--- src/rtl/cdb_arbiter_pkg.sv ---
// ============================================================================
//  Module      : cdb_arbiter_pkg
//  Description : Shared source encodings and result record for the CDB arbiter.
//  Revision    : 1.0 - initial release
// ============================================================================
`default_nettype none

package cdb_arbiter_pkg;

    localparam int CDB_VAL_W = 32;
    localparam int CDB_ROB_W = 4;

    localparam logic SRC_ALU  = 1'b0;
    localparam logic SRC_LOAD = 1'b1;

    typedef struct packed {
        logic [CDB_VAL_W-1:0] val;
        logic [CDB_ROB_W-1:0] tag;
    } cdb_result_t;

endpackage

`default_nettype wire

--- src/rtl/cdb_fifo.sv ---
// ============================================================================
//  Module      : cdb_fifo
//  Description : Small per-source result FIFO with push/pop/clear and count.
//  Revision    : 1.0 - initial release
// ============================================================================
`default_nettype none

module cdb_fifo #(
    parameter int DEPTH = 2,
    parameter int W     = 36
) (
    input  logic                     clk,
    input  logic                     rst_n,
    input  logic                     en,
    input  logic                     clear,
    input  logic                     push,
    input  logic                     pop,
    input  logic [W-1:0]             din,
    output logic [W-1:0]             head,
    output logic [$clog2(DEPTH):0]   count
);

    localparam int AW = $clog2(DEPTH);

    logic [W-1:0]  mem_q [DEPTH];
    logic [AW-1:0] rd_ptr_q, wr_ptr_q;
    logic [AW:0]   count_q, count_d;

    always_comb begin
        count_d = count_q;
        if (push && !pop) begin
            count_d = count_q + 1'b1;
        end else if (pop && !push) begin
            count_d = count_q - 1'b1;
        end
    end

    always_ff @(posedge clk or negedge rst_n) begin
        if (!rst_n) begin
            rd_ptr_q <= '0;
            wr_ptr_q <= '0;
            count_q  <= '0;
            for (int i = 0; i < DEPTH; i++) begin
                mem_q[i] <= '0;
            end
        end else if (en) begin
            if (clear) begin
                rd_ptr_q <= '0;
                wr_ptr_q <= '0;
                count_q  <= '0;
            end else begin
                if (push) begin
                    mem_q[wr_ptr_q] <= din;
                    wr_ptr_q        <= wr_ptr_q + 1'b1;
                end
                if (pop) begin
                    rd_ptr_q <= rd_ptr_q + 1'b1;
                end
                count_q <= count_d;
            end
        end
    end

    assign head  = mem_q[rd_ptr_q];
    assign count = count_q;

endmodule

`default_nettype wire

--- src/rtl/cdb_arbiter.sv ---
// ============================================================================
//  Module      : cdb_arbiter
//  Description : Round-robin arbiter of ALU and load results onto the CDB.
//  Revision    : 1.0 - initial release
// ============================================================================
`default_nettype none

module cdb_arbiter
    import cdb_arbiter_pkg::*;
#(
    // Must equal CDB_ROB_W so the tag fits the shared result record.
    parameter int ROB_WIDTH = CDB_ROB_W,
    parameter int DEPTH     = 2
) (
    input  logic                 clockIn,
    input  logic                 resetIn,
    input  logic                 readyIn,
    input  logic                 clearIn,
    input  logic                 aluFlag,
    input  logic [31:0]          aluVal,
    input  logic [ROB_WIDTH-1:0] aluDest,
    output logic                 aluReady,
    input  logic                 loadFlag,
    input  logic [31:0]          loadVal,
    input  logic [ROB_WIDTH-1:0] loadDest,
    output logic                 loadReady,
    output logic                 outFlag,
    output logic [31:0]          outVal,
    output logic [ROB_WIDTH-1:0] outDest,
    output logic                 outSrc
);

    localparam int CW = $clog2(DEPTH) + 1;
    localparam logic [CW-1:0] FULL = CW'(DEPTH);

    cdb_result_t   alu_in, load_in, alu_head, load_head;
    cdb_result_t   alu_cand, load_cand, win_res;
    logic [CW-1:0] alu_cnt, load_cnt;
    logic          alu_nonempty, load_nonempty, alu_valid, load_valid;
    logic          grant, win_src, alu_push, alu_pop, load_push, load_pop;

    logic          out_flag_q, out_src_q, last_src_q;
    cdb_result_t   out_res_q;

    assign alu_in        = '{val: aluVal,  tag: aluDest};
    assign load_in       = '{val: loadVal, tag: loadDest};
    assign alu_nonempty  = (alu_cnt  != '0);
    assign load_nonempty = (load_cnt != '0);
    assign alu_valid     = alu_nonempty  | aluFlag;
    assign load_valid    = load_nonempty | loadFlag;
    assign alu_cand      = alu_nonempty  ? alu_head  : alu_in;
    assign load_cand     = load_nonempty ? load_head : load_in;
    assign aluReady      = (alu_cnt  != FULL);
    assign loadReady     = (load_cnt != FULL);

    always_comb begin
        grant   = alu_valid | load_valid;
        win_src = (alu_valid && load_valid) ? ~last_src_q : load_valid;
        win_res = (win_src == SRC_LOAD) ? load_cand : alu_cand;
    end

    // A winner with an empty FIFO consumes its input directly (bypass), so no push.
    always_comb begin
        alu_pop   = grant && (win_src == SRC_ALU)  && alu_nonempty;
        load_pop  = grant && (win_src == SRC_LOAD) && load_nonempty;
        alu_push  = aluFlag  && aluReady  && !(grant && (win_src == SRC_ALU)  && !alu_nonempty);
        load_push = loadFlag && loadReady && !(grant && (win_src == SRC_LOAD) && !load_nonempty);
    end

    cdb_fifo #(.DEPTH(DEPTH), .W($bits(cdb_result_t))) u_alu_fifo (
        .clk   (clockIn),
        .rst_n (resetIn),
        .en    (readyIn),
        .clear (clearIn),
        .push  (alu_push),
        .pop   (alu_pop),
        .din   (alu_in),
        .head  (alu_head),
        .count (alu_cnt)
    );

    cdb_fifo #(.DEPTH(DEPTH), .W($bits(cdb_result_t))) u_load_fifo (
        .clk   (clockIn),
        .rst_n (resetIn),
        .en    (readyIn),
        .clear (clearIn),
        .push  (load_push),
        .pop   (load_pop),
        .din   (load_in),
        .head  (load_head),
        .count (load_cnt)
    );

    always_ff @(posedge clockIn or negedge resetIn) begin
        if (!resetIn) begin
            out_flag_q <= 1'b0;
            out_src_q  <= SRC_ALU;
            out_res_q  <= '0;
            last_src_q <= SRC_LOAD;
        end else if (readyIn) begin
            if (clearIn) begin
                out_flag_q <= 1'b0;
            end else if (grant) begin
                out_flag_q <= 1'b1;
                out_src_q  <= win_src;
                out_res_q  <= win_res;
                last_src_q <= win_src;
            end else begin
                out_flag_q <= 1'b0;
            end
        end
    end

    assign outFlag = out_flag_q;
    assign outVal  = out_res_q.val;
    assign outDest = out_res_q.tag;
    assign outSrc  = out_src_q;

endmodule

`default_nettype wire

--- config.mk ---
export PLATFORM = sky130hd
export DESIGN_NAME = cdb_arbiter
export DESIGN_NICKNAME = d
export VERILOG_FILES = /design/src/rtl/cdb_arbiter_pkg.sv /design/src/rtl/cdb_fifo.sv /design/src/rtl/cdb_arbiter.sv
export SDC_FILE = /design/constraint.sdc
export NUM_CORES = 1
export LEC_CHECK = 0
export ABC_AREA = 1
export BUFFER_PORTS_ARGS = -buffer_cell sky130_fd_sc_hd__buf_2
export CAP_MARGIN = 10
export CORE_MARGIN = 4
export CORE_UTILIZATION = 25
export CTS_CLUSTER_DIAMETER = 150
export DETAILED_ROUTE_END_ITERATION = 12
export GPL_ROUTABILITY_DRIVEN = 0
export GPL_TIMING_DRIVEN = 0
export PLACE_DENSITY = 0.52
export REMOVE_ABC_BUFFERS = 1
export SYNTH_ARGS = -nofsm -noshare
export SYNTH_HDL_FRONTEND = slang
export SYNTH_SLANG_ARGS = --single-unit
--- constraint.sdc ---
create_clock -name clockIn -period 2.1 [get_ports clockIn]
set_input_delay 0.42 -clock clockIn [delete_from_list [all_inputs] [get_ports clockIn]]
set_output_delay 0.42 -clock clockIn [all_outputs]
set_load 0.005 [all_outputs]
==> metrics.csv <==
stage,metric,value,unit
setup_path,cp.required,2430,ps
synthesis,synth_area,9370,um2
timing,tns,0,ps
synthesis,synth-seq-cells,191,
routing,vias,8781,
grt,track_usage,0.158,
routing,viasPerCell,4.86,
pwr,power.leakage,5.64,nW
grt,grt_max_degree,101,
setup_path,startpoint,u_load_fifo.count[1],
synthesis,ys_seq_area_frac,0.510,
clock_tree,clock_sinks,191,
routing,dr.pass1.iters,6,
timing,rsz0062_at_grt,yes,
synthesis,yosysTopAreaCellShare,0.507,
floorplan,num_io_pins,118,
finish,area_delta_synth_final,23.8,%
timing,setup_ws,83.5,ps
setup_path,crit_fanout,19,
synthesis,synth_commonest_cells,"468 x nand2_1, 190 x dfrtp_1, 87 x a21oi_1",
run_status,run_status,"complete, but fails checks",
timing,finalSetupViolCount,0,
synthesis,synth_largest_area_cell,dfrtp_1,
pwr,seqPwrFrac,0.386,
floorplan,die_w,202,um
synthesis,yosysWarnings,0,
clock_tree,worstSkewPairLatency,440,ps
timing,hold_ws,-29.6,ps
floorplan,die_h,202,um
synthesis,async_flop_share,1.00,
floorplan,rows,70,
clock_tree,ctsRootBufferMaster,clkbuf_16,
pwr,p_per_area,1510,nW/um2
routing,drtIter0Drc,681,
setup_path,endpoint_kind,register,
setup_path,reg2reg_slack,80,ps
finish,utilization,0.315,
finish,drive_above_1_share,0.174,
routing,drc,0,
timing,hold_viol_final,13,
timing,slew_viol_final,0,
floorplan,coreArea,36800,um2
timing,max_freq,496,MHz
grt,grt_pass1_wl,51.2,mm
grt,grt_use_met1,0.218,
clock_tree,clk_pin_slew,70,ps
pwr,clockPowerShare,0.185,
synthesis,synth_most_common_cell,nand2_1,
routing,drt-total-wl,32.5,mm
grt,grt_pass1_vias,8456,
placement,pre_cts_slack,-1470,ps
job,max-cap-violations,0,
floorplan,dieArea,40600,um2
clock_tree,hold_buffers,0,
pwr,sw_frac_of_total,0.433,
setup_path,rr_startpoint,u_load_fifo.count[1],
clock_tree,cts_buffer_depth,2,
pwr,combPwrFrac,0.428,
routing,avgRoutedWirePerCell,18.0,um
synthesis,synthTopCellsByArea,"dfrtp_1 51%, nand2_1 19%, nand4_1 4.9%",
placement,numPortBuffers,117,
setup_path,arrival,2340,ps
synthesis,synth_cell_type_count,28,
setup_path,reg2reg_to,u_load_fifo.mem_q[50],
setup_path,worst_setup_path_start_kind,register,
clock_tree,htree_levels,4,
routing,drtAntennaViolNets,0,
run_status,violations,hold timing,
synthesis,syn_inst,1217,
clock_tree,cts_made_buffers,17,
timing,worstMarginPinSlew,922,ps
timing,slew_headroom,0.385,
finish,layout.nets,1399,
synthesis,synthFlopType,dfrtp_1,
pwr,irDropWorstVdd,0.000556,V
min_path,min_path_type,primary input to async pin,
timing,finalCritPeriodShare,0.960,
setup_path,worstSetupPathType,register to register,
clock_tree,tritoncts,yes,
grt,overflow,0,
grt,grt.busiest_layer,met2,
timing,min_period,2020,ps
pwr,p_int,9.91,mW
synthesis,synth_edf_count,0,
setup_path,r2r_cells,9,
timing,finClkSkew,12.2,ps
grt,use_met2,0.246,
floorplan,start_util,0.255,
grt,grt_use_met3,0.0327,
grt,antenna_found_initial,10,
placement,hpwl,18.5,mm
pwr,switchingPower,7.56,mW
synthesis,syn_area_per_cell,7.70,um2
==> state kept, by name, indices dropped and copies added (netlist names) <==
name	cells
u_alu_fifo.mem_q	72
u_load_fifo.mem_q	72
outVal	32
outDest	4
u_alu_fifo.count	2
u_load_fifo.count	2
last_src_q	1
outFlag	1
outSrc	1
u_alu_fifo.rd_ptr_q	1
u_alu_fifo.wr_ptr_q	1
u_load_fifo.rd_ptr_q	1
u_load_fifo.wr_ptr_q	1
==> metal layers <==
layer | wire length [um] | up-vias
met4 | 907 | 14
met2 | 15200 | 247
li1 | - | 4245
met1 | 14600 | 4213
met3 | 1760 | 62
met5 | 79 | -
==> cell type report <==
type                    instances  area, um2
fillers                      3927      25200
flip-flops and latches        191       4790
multi-input cells             892       4220
repair buffers                160       1160
well taps                     468        586
clock buffers                  24        502
inverters                      59        250
clock inverters                 8       80.1
diodes                          3       7.51
==> cell usage in the layout, fill, tap and decap left out, types with 3 or more instances in the layout <==
cell | Yosys | layout
o21ai_1 | 73 | 73
a21oi_1 | 87 | 87
clkinvlp_4 | 0 | 4
clkbuf_8 | 0 | 5
dfrtp_4 | 0 | 3
o211ai_1 | 3 | 3
nor2_4 | 3 | 4
nand3_1 | 37 | 37
inv_1 | 54 | 51
buf_16 | 0 | 3
nand3_4 | 0 | 5
nand4_4 | 2 | 8
inv_4 | 0 | 3
buf_12 | 0 | 9
o21ai_0 | 75 | 75
clkbuf_16 | 0 | 18
nor2_1 | 46 | 46
buf_4 | 9 | 28
diode_2 | 0 | 3
dfrtp_1 | 190 | 185
buf_2 | 46 | 116
nand4_1 | 74 | 74
nand2_1 | 468 | 467
==> what timing repair did <==
action                                  in CTS  in global routing
endpoints found under the hold margin        0                  0
resized for setup                           27                 10
endpoints found under the setup margin     189                175
cloned                                      13                  0
pin swaps                                   13                  4
setup buffers                               23                 11
==> kinds of logic (layout without fill, tap and decap cells) <==
family	count (synthesis)	after routing	synth area share
simple gates	639	650	0.290
other cells	0	3	0
flops	191	191	0.510
buf+inv	145	251	0.0678
compound gates	242	242	0.131
==> power by group through the flow <==
stage	logic (mW)	registers (mW)	clock network, mW
2_1_floorplan	4.17	6.36	0
3_3_place_gp	6.39	6.64	0
3_5_place_dp	6.64	6.69	0
4_1_cts	7.34	6.73	3.32
5_1_grt	8.45	6.96	3.47
6_report	7.49	6.75	3.24
==> how the worst max path moves through the flow <==
stage | to | cells after the start
after floorplan | u_alu_fifo.mem_q[36] | 7
after global placement | u_alu_fifo.mem_q[51] | 7
after detailed placement | u_alu_fifo.mem_q[10] | 8
after CTS | u_alu_fifo.mem_q[25] | 11
after global routing | u_alu_fifo.mem_q[41] | 10
final | u_load_fifo.mem_q[50] | 9
==> critical path: stages (launching register included) <==
cell	delay [ps]
dfrtp_2	490
nor2_4	180
nand2_2	150
nand2_8	190
nor2_4	70
inv_2	310
nand4_4	150
buf_4	230
nand2_1	70
o21ai_1	60
==> through the flow <==
step	power (mW)	cells	hold WS [ps]	cell area, um2
after floorplan	10.5	1131	124	8950
after global placement	13.0	1716	453	10100
after detailed placement	13.3	1723	458	10300
after CTS	17.4	1791	23.1	11500
after global routing	18.9	1803	25.9	11600
final	17.5	1805	-29.6	11600
Power figures use the tool's default switching activity.
